[config.mk]
export PLATFORM = sky130hd
export DESIGN_NAME = alu_issue_ctrl
export DESIGN_NICKNAME = d
export VERILOG_FILES = /design/src/rtl/alu_issue_ctrl.sv
export SDC_FILE = /design/constraint.sdc
export NUM_CORES = 1
export LEC_CHECK = 0
export CORE_MARGIN = 2
export CORE_UTILIZATION = 40
export DETAILED_ROUTE_END_ITERATION = 10
export GPL_TIMING_DRIVEN = 0
export PLACE_DENSITY = 0.9
export SETUP_SLACK_MARGIN = 0.15
export SLEW_MARGIN = 20
export SYNTH_ARGS = -nofsm -noshare
export SYNTH_HDL_FRONTEND = slang
export SYNTH_SLANG_ARGS = --single-unit
[constraint.sdc]
create_clock -name clk -period 1.8 [get_ports clk]
set_input_delay 0.27 -clock clk [delete_from_list [all_inputs] [get_ports clk]]
set_output_delay 0.27 -clock clk [all_outputs]
set_load 0.01 [all_outputs]
[src/rtl/alu_issue_ctrl.sv]
// alu_issue_ctrl: issue/capture front end for the 32-bit ALU.
// Accepts one decoded instruction per transaction (valid/ready), decodes
// alu_op/funct3/funct7b5/is_rtype into the ALU 4-bit control code, drives the
// ALU from registers, captures result/zero one cycle later and presents them
// with branch resolution and an illegal flag on a valid/ready output.
// Ports:
//   clk, rst_n                      clock, async active-low reset
//   in_valid/in_ready               request handshake
//   alu_op, funct3, funct7b5,
//   is_rtype, op_a, op_b            decoded request fields
//   alu_control, alu_a, alu_b       registered ALU drive
//   alu_c, alu_zero                 combinational ALU response
//   out_valid/out_ready             result handshake
//   result, zero, branch_taken,
//   illegal                         captured response
module alu_issue_ctrl #(
    parameter int unsigned WIDTH = 32
) (
    input  logic             clk,
    input  logic             rst_n,
    input  logic             in_valid,
    output logic             in_ready,
    input  logic [1:0]       alu_op,
    input  logic [2:0]       funct3,
    input  logic             funct7b5,
    input  logic             is_rtype,
    input  logic [WIDTH-1:0] op_a,
    input  logic [WIDTH-1:0] op_b,
    output logic [3:0]       alu_control,
    output logic [WIDTH-1:0] alu_a,
    output logic [WIDTH-1:0] alu_b,
    input  logic [WIDTH-1:0] alu_c,
    input  logic             alu_zero,
    output logic             out_valid,
    input  logic             out_ready,
    output logic [WIDTH-1:0] result,
    output logic             zero,
    output logic             branch_taken,
    output logic             illegal
);

    localparam int unsigned CW = 4;

    localparam logic [CW-1:0] CTRL_AND = 4'b0000;
    localparam logic [CW-1:0] CTRL_OR  = 4'b0001;
    localparam logic [CW-1:0] CTRL_ADD = 4'b0010;
    localparam logic [CW-1:0] CTRL_XOR = 4'b0011;
    localparam logic [CW-1:0] CTRL_SLL = 4'b0100;
    localparam logic [CW-1:0] CTRL_SRL = 4'b0101;
    localparam logic [CW-1:0] CTRL_SUB = 4'b0110;
    localparam logic [CW-1:0] CTRL_SRA = 4'b0111;
    localparam logic [CW-1:0] CTRL_ILL = 4'b1111;

    typedef enum logic [1:0] {
        IDLE = 2'd0,
        EXEC = 2'd1,
        DONE = 2'd2
    } state_t;

    state_t        state, state_nxt;
    logic          accept;
    logic [CW-1:0] dec_ctrl;
    logic          dec_beq, dec_bne, dec_ill;
    logic          beq_q, bne_q, ill_q;

    // Instruction decode into ALU control code and branch/illegal flags
    always_comb begin
        dec_ctrl = CTRL_ILL;
        dec_beq  = 1'b0;
        dec_bne  = 1'b0;
        dec_ill  = 1'b0;
        unique case (alu_op)
            2'b00: dec_ctrl = CTRL_ADD;
            2'b01: begin
                unique case (funct3)
                    3'b000: begin
                        dec_ctrl = CTRL_SUB;
                        dec_beq  = 1'b1;
                    end
                    3'b001: begin
                        dec_ctrl = CTRL_SUB;
                        dec_bne  = 1'b1;
                    end
                    default: dec_ill = 1'b1;
                endcase
            end
            2'b10: begin
                unique case (funct3)
                    3'b000:  dec_ctrl = (is_rtype && funct7b5) ? CTRL_SUB : CTRL_ADD;
                    3'b001:  dec_ctrl = CTRL_SLL;
                    3'b100:  dec_ctrl = CTRL_XOR;
                    3'b101:  dec_ctrl = funct7b5 ? CTRL_SRA : CTRL_SRL;
                    3'b110:  dec_ctrl = CTRL_OR;
                    3'b111:  dec_ctrl = CTRL_AND;
                    default: dec_ill  = 1'b1;
                endcase
            end
            default: dec_ill = 1'b1;
        endcase
    end

    // State register
    always_ff @(posedge clk or negedge rst_n) begin
        if (!rst_n) state <= IDLE;
        else        state <= state_nxt;
    end

    // Next-state logic
    always_comb begin
        state_nxt = state;
        unique case (state)
            IDLE:    if (in_valid) state_nxt = EXEC;
            EXEC:    state_nxt = DONE;
            DONE:    if (out_ready) state_nxt = IDLE;
            default: state_nxt = IDLE;
        endcase
    end

    // Handshake outputs decoded from the state register
    always_comb begin
        in_ready  = 1'b0;
        out_valid = 1'b0;
        unique case (state)
            IDLE:    in_ready  = 1'b1;
            DONE:    out_valid = 1'b1;
            default: ;
        endcase
    end

    assign accept = in_valid && (state == IDLE);

    // ALU drive registers, loaded only on accept
    always_ff @(posedge clk or negedge rst_n) begin
        if (!rst_n) begin
            alu_control <= '0;
            alu_a       <= '0;
            alu_b       <= '0;
            beq_q       <= 1'b0;
            bne_q       <= 1'b0;
            ill_q       <= 1'b0;
        end else if (accept) begin
            alu_control <= dec_ctrl;
            alu_a       <= op_a;
            alu_b       <= op_b;
            beq_q       <= dec_beq;
            bne_q       <= dec_bne;
            ill_q       <= dec_ill;
        end
    end

    // Response capture at the EXEC->DONE edge; held otherwise
    always_ff @(posedge clk or negedge rst_n) begin
        if (!rst_n) begin
            result       <= '0;
            zero         <= 1'b0;
            branch_taken <= 1'b0;
            illegal      <= 1'b0;
        end else if (state == EXEC) begin
            result       <= alu_c;
            zero         <= alu_zero;
            branch_taken <= (beq_q && alu_zero) || (bne_q && !alu_zero);
            illegal      <= ill_q;
        end
    end

endmodule

==> results.md, run 1 <==
- Status: finished, final reports clean
- Clk pwr share: 0.134
- Post-synth EDFFs: 0
- Post-CTS setup buffer count: 0
- I/O Buffers: 211
- Initial core utilization: 0.4159
- Final WL: 11,420 um
- Core footprint: between 9000 and 10,000 sq um
- Die width: 105.3 um
- Fraction of registers with async set or reset after synthesis: 1.000
- Inst Count DP: 734
- Mapped Cells: 389
- Static Leak: 3.091 nW
- GRT Overall Usage: 0.2147
- Via-to-Cell Ratio: 4.670
- WHS: 0.3818 ns
- Fraction of layout cells with a size suffix above 1: 0.1100
- Initial antenna violation count: 0
- Synth area leader: dfrtp_1
- CTS tree: yes
- Highest clock rate: 0.6400 GHz
- Met3 GRT Util: 0.06865
- Crit-path slowest cell: clkdlybuf4s50_1
- Mapped cell area: 4103 sq um
- Crit Path Category: flop to output pin
- Count leader, synth: nand2_1
- CP bufs+invs: 1
- Cell area after layout: approximately 6600 sq um
- Worst-path fanout max: 2
- Net Count, Synth: ~500
- P_int: approximately 0.0072 W
- Clk sinks: between 100 and 150
- Total die area: 11,080 sq um
- P_sw: ~0.0037 W
- # diodes: 0
- Final ANT Viol Nets: 0
- Final Hold Viols: 0
- Netlist cell types: 28
- Largest net degree at the start of global routing: 57
- Combinational Power Share: 0.483
- Yosys top cell area share: 0.6526
- Crit path DAT: 1.29 ns
- Filler instances: between 700 and 800
- Max_slew headroom: 0.6786
- Routability cong.: around 0.82
- DRC: 0
- Post-route insts no fill: 751
- Final min period: 1.562 ns
- HP Class: input pin to flop
- Top Usage Layer GRT: met2
- GRT Residual Overflow: 0
- Share of the yosys chip area belonging to registers: 0.6526
- Synth Area per Inst: 10.55 sq um
- CTS buffer count: 9
- Vias in the first global route: 3,813
- Global-route wire length before repair: 18,820 um
- Count of pins over their slew limit: 0
- Dpl hpwl: roughly 8900 um
- Clk_lat worst skew: 0.36 ns
- Die height: 105.3 um
- Skew final: 0.008904 ns
- Max-cap violations: 0
- Final layout net count: 721
- Most instantiated cells after synthesis: nand2_1, dfrtp_1, mux2_2, buf_2, clkbuf_1
- Main synth FF type: dfrtp_1
- Worst Path Required: about 1.5 ns
- M1 GR Usage: 0.2460
- Peak supply drop: around 0.9 mV
- # setup viols final: 0
- Clock Pin Slew Worst Setup and Hold Paths: roughly 0.1 ns
- Post-DR wirelength/cell: 15.21 um
- H-tree depth: 3
- RSZ-0062 raised after global routing: false
- Clock root buffer: clkbuf_8
- Pwr Density: 1646 nW/um^2
- Crit end category: output pin
- Worst path top cell family by delay: buffers and inverters
- Ranking of synthesized cells by area: dfrtp_1, nand2_1, mux2_2, buf_2, clkbuf_1
- CP Cell Sequence: clkdlybuf4s50_1
- Crit share post-route: 0.8681
- Area grow syn2layout: 61.45%
- Ports: 213
- Synth warn: 0
- CP startpoint kind: flop
- Longest Clk Path Bufs: 2
- Starting DRT DRC Count: between 90 and 100
- Slew of the pin with the lowest slew margin: 0.4820 ns
- DRT Pass-1 Iters: 4
- Cell area after placement: 6410 sq um
- Via count: 3,507
- Sequential share of power: 0.383
- FP Rows: 36
- FF+latch count, synth: 107
- GRT met2 Usage: 0.3742
- Switching share of power: 0.3380
- Slowest cell delay on critical path: about 0.55 ns
flip-flops by register name, summed over array words and instances (netlist names):
register      count
result           32
state             2
alu_b            32
illegal           1
alu_a            32
alu_control       4
branch_taken      1
bne_q             1
zero              1
beq_q             1
layout make-up:
type | instances | area (sq um) | share of cell area
clock buffers | 11 | 141.4 | 0.02134
clock inverters | 5 | 52.55 | 0.007934
inverters | 3 | 13.76 | 0.002078
well taps | 133 | 166.4 | 0.02512
multi-input cells | 258 | 1306 | 0.1972
repair buffers | 213 | 2147 | 0.3241
plain buffers | 21 | 118.9 | 0.01794
flip-flops and latches | 107 | 2678 | 0.4042
final timing paths:
check	to	from	slack (ns)	cells after the start
setup / recovery	alu_a[10]	alu_a[10]	0.24	1
hold / removal	alu_control[3]	funct3[1]	0.38	3
setup reg to reg	alu_control[2]	state[1]	0.25	4
hold reg to reg	alu_a[20]	alu_a[20]	0.48	2
max in group asynchronous	alu_b[12]	rst_n	0.75	3
min in group asynchronous	result[30]	rst_n	0.42	2
through the flow:
stage                     TNS, ns    util  total power, W  setup WS (ns)
after CTS                       0  0.6705         0.01100         0.1611
after detailed placement   -4.958  0.6498        0.009547        -0.1596
after global placement    -363.52  0.6469        0.009296         -3.359
after floorplan                 0       -        0.006324         0.3280
after global routing            0  0.6715         0.01160         0.1591
final                           0  0.6715         0.01090         0.2375
placed cells by master (no fill, tap or decap), drive strengths merged, types with 2 or more instances in the layout:
master         instances
clkdlybuf4s50        207
nand2                197
dfrtp                107
mux2                  35
buf                   17
clkbuf                17
o21ai                  5
clkinv                 3
dlygate4sd2            3
inv                    3
nand2b                 2
o21a                   2
o22ai                  2
nand3                  2
mux2i                  2
a21oi                  2
layer usage:
metal	part of all wire	up-vias
met5	0	-
met4	0.023	0
met3	0.085	22
met2	0.49	169
met1	0.40	1648
li1	-	1668
power groups by stage:
stage | Sequential, W | Clock (W) | Combinational (W)
after CTS | 0.00418 | 0.00150 | 0.00533
after global routing | 0.00432 | 0.00159 | 0.00569
after floorplan | 0.00469 | 0 | 0.00163
after global placement | 0.00414 | 0 | 0.00516
after detailed placement | 0.00423 | 0 | 0.00532
final | 0.00417 | 0.00146 | 0.00527
what timing repair did:
item                                   in CTS  in global routing
endpoints found under the hold margin      51                  0
resized for setup                           5                  3
hold buffers                                1                  0
setup endpoints to repair                  24                 33
cell families after synthesis:
| family | synth area share |
|---|---|
| buffers and inverters | 0.02897 |
| AND/OR/NAND/NOR | 0.1934 |
| multiplexers | 0.1019 |
| flip-flops | 0.6526 |
| AO/OA/AOI/OAI | 0.02318 |
No activity file was read; power rests on OpenSTA's default activity.
==> inputs of run 2 (changes only) <==
--- a/config.mk
+++ b/config.mk
@@ -5,6 +5,7 @@
 export SDC_FILE = /design/constraint.sdc
 export NUM_CORES = 1
 export LEC_CHECK = 0
+export CAP_MARGIN = 10
 export CORE_MARGIN = 2
 export CORE_UTILIZATION = 40
 export DETAILED_ROUTE_END_ITERATION = 10
==> results of run 2 <==
The final DEF is identical to that of run 1; final timing and power are the same.
==> inputs of run 3 (changes only) <==
--- a/config.mk
+++ b/config.mk
@@ -6,10 +6,13 @@
 export NUM_CORES = 1
 export LEC_CHECK = 0
 export CAP_MARGIN = 10
+export CELL_PAD_IN_SITES_DETAIL_PLACEMENT = 1
+export CELL_PAD_IN_SITES_GLOBAL_PLACEMENT = 2
 export CORE_MARGIN = 2
-export CORE_UTILIZATION = 40
+export CORE_UTILIZATION = 23
 export DETAILED_ROUTE_END_ITERATION = 10
 export GPL_TIMING_DRIVEN = 0
+export HOLD_SLACK_MARGIN = 0.1
 export PLACE_DENSITY = 0.9
 export SETUP_SLACK_MARGIN = 0.15
 export SLEW_MARGIN = 20
==> run 3 against run 2 <==
Compared with the run above:
- power grew 8.3%
- worst hold slack gained 0.039 ns
- setup slack lost 0.041 ns
- sequential share of layout area shrank 1.8 points
- utilization shrank 27 points
- critical path depth grew 3
- count of clock-buffer cells in the layout shrank 1
- die area grew 71%
==> results.md, run 3 (synthesized netlist as in run 1, its figures left out) <==
- Crit-path slowest cell: dfrtp_1
- H-tree depth: 3 (unchanged)
- Count of pins over their slew limit: 0 (unchanged)
- Highest clock rate: 0.6238 GHz (-2.5%)
- CTS buffer count: 9 (unchanged)
- DRC: 0 (unchanged)
- Clk_lat worst skew: 0.35 ns (about the same)
- Crit Reg-Reg Endpoint: alu_control[2]
- Final Hold Viols: 0 (unchanged)
- Crit end category: flop
- Initial core utilization: 0.2364 (-0.1795)
- Post-DR wirelength/cell: 15.43 um (+1.4%)
- Multi-input logic area: 1309 sq um (+0.19%)
- Commonest non-fill, non-tap cell in the layout: clkdlybuf4s50_1
- Core footprint: 17,360 sq um (+76%)
- Via-to-Cell Ratio: 4.210 (-9.8%)
- CP Cell Sequence: or3b_4, buf_8, mux2_4, a31o_1
- WHS: 0.4212 ns (+0.03944 ns)
- Final ANT Viol Nets: 0 (unchanged)
- GRT Overall Usage: 0.1407 (-0.07404)
- DRT Pass-1 Iters: 4 (unchanged)
- Peak supply drop: 0.6348 mV (-28%)
- Skew final: 0.007803 ns (-0.001100 ns)
- Filler instances: 1,903 (+160%)
- Top Usage Layer GRT: met2
- # diodes: 0 (unchanged)
- Initial antenna violation count: 0 (unchanged)
- Routability cong.: 0.7218 (-12%)
- Starting DRT DRC Count: 100 (+5.3%)
- Final min period: 1.603 ns (+0.04054 ns)
- Worst-path fanout max: 9 (+7)
- Status: finished, final reports clean
- Final layout net count: 724 (+0.42%)
- Largest net degree at the start of global routing: 64 (+12%)
- Die height: 137.6 um (+31%)
- Final WL: 13,050 um (+14%)
- FF-to-FF setup slack: 0.20 ns (-0.05 ns)
- Dpl hpwl: 10,160 um (+15%)
- I/O Buffers: 211 (unchanged)
- Clk sinks: 107 (unchanged)
- M1 GR Usage: 0.1527 (-0.09332)
- CTS tree: yes
- Vias in the first global route: 3,973 (+4.2%)
- Crit path DAT: 1.83 ns (+0.54 ns)
- # setup viols final: 0 (unchanged)
- HP Class: input pin to asynchronous set/reset pin
- CP startpoint kind: flop
- Global-route wire length before repair: 20,370 um (+8.2%)
- Static Leak: 3.177 nW (+2.8%)
- Crit Path Category: flop to flop
- Met3 GRT Util: 0.05850 (-0.01015)
- Die width: 137.6 um (+31%)
- GRT met2 Usage: 0.2468 (-0.1274)
- Worst Path Required: 2.03 ns (+0.50 ns)
- Total die area: 18,920 sq um (+71%)
- Via count: 3,562 (+1.6%)
- Area grow syn2layout: 68.95%
- Slew of the pin with the lowest slew margin: 0.4606 ns (-0.02144 ns)
- Max_slew headroom: 0.6929 (+0.01429)
- Most frequent cells in the layout: clkdlybuf4s50_1, nand2_1, dfrtp_1
- GRT Residual Overflow: 0 (unchanged)
- Clock root buffer: clkbuf_16
- Reg-to-Reg Start: state[1]
- Slowest cell delay on critical path: 0.41 ns (-0.14 ns)
- RSZ-0062 raised after global routing: true
- Max-cap violations: 0 (unchanged)
- Longest Clk Path Bufs: 2 (unchanged)
- Largest regs: alu_a: 32 flops, alu_b: 32 flops, result: 32 flops
- Clock Pin Slew Worst Setup and Hold Paths: 0.07 ns (-0.03 ns)
- Crit share post-route: 0.8906 (+0.02252)
- Total power: 0.01181 W (+8.3%)
- Fraction of layout cells with a size suffix above 1: 0.1159 (+0.005910)
- Ports: 213 (unchanged)
- Pwr Density: 1704 nW/um^2 (+3.5%)
- FP Rows: 48 (+33%)
- Worst R2R Path Depth: 4 (unchanged)
- Sequential Area: 2678 sq um (unchanged)
[run 3: worst max-delay path, delay by kind of cell, from the launching register on]
family,cells,cell delay (ns)
buf+inv,1,0.16
flops,1,0.41
simple gates,1,0.41
mux,1,0.30
compound gates,1,0.20
[run 3: worst max path at each step]
stage	to	slack (ns)	startpoint
finish	alu_control[2]	0.20	state[1]
CTS	alu_control[1]	0.16	state[1]
global route	result[9]	0.14	state[1]
global placement	result[10]	-3.62	rst_n
detailed placement	alu_b[19]	-0.24	in_valid
floorplan	alu_control[2]	0.33	state[1]
[run 3: layout make-up]
class                   instances  area share
clock buffers                  10     0.03448
well taps                     225     0.04061
clock inverters                 6     0.01607
inverters                       3    0.001986
plain buffers                  21     0.01877
multi-input cells             258      0.1888
flip-flops and latches        107      0.3863
repair buffers                216      0.3130
[run 3: power breakdown]
part / internal, W / leakage (nW) / switching (W)
sequential: 0.00356 / 1.30 / 0.000642
combinational: 0.00304 / 1.71 / 0.00229
clock: 0.00140 / 0.169 / 0.000881
[run 3: metrics by stage]
step / cell area, sq um / util / std cells / setup WS, ns / setup TNS [ns]
2_1_floorplan: 4103 / - / 389 / 0.3280 / 0
4_1_cts: 6890 / 0.3970 / 843 / 0.1650 / 0
6_report: 6932 / 0.3994 / 846 / 0.1970 / 0
3_3_place_gp: 6496 / 0.3743 / 825 / -3.622 / -392.61
3_5_place_dp: 6525 / 0.3759 / 826 / -0.2431 / -9.164
5_1_grt: 6932 / 0.3994 / 846 / 0.1374 / 0
[run 3: repair_timing]
action	4_1_cts	5_1_grt
hold buffers	1	0
gates cloned	0	0
buffers inserted	0	3
setup endpoints to repair	20	41
hold endpoints to repair	44	0
resized for setup	6	6
[run 3: layer usage]
metal	part of all wire	up-vias
met1	0.38	1729
met2	0.50	146
met5	0	-
met3	0.10	14
li1	-	1673
met4	0.015	0
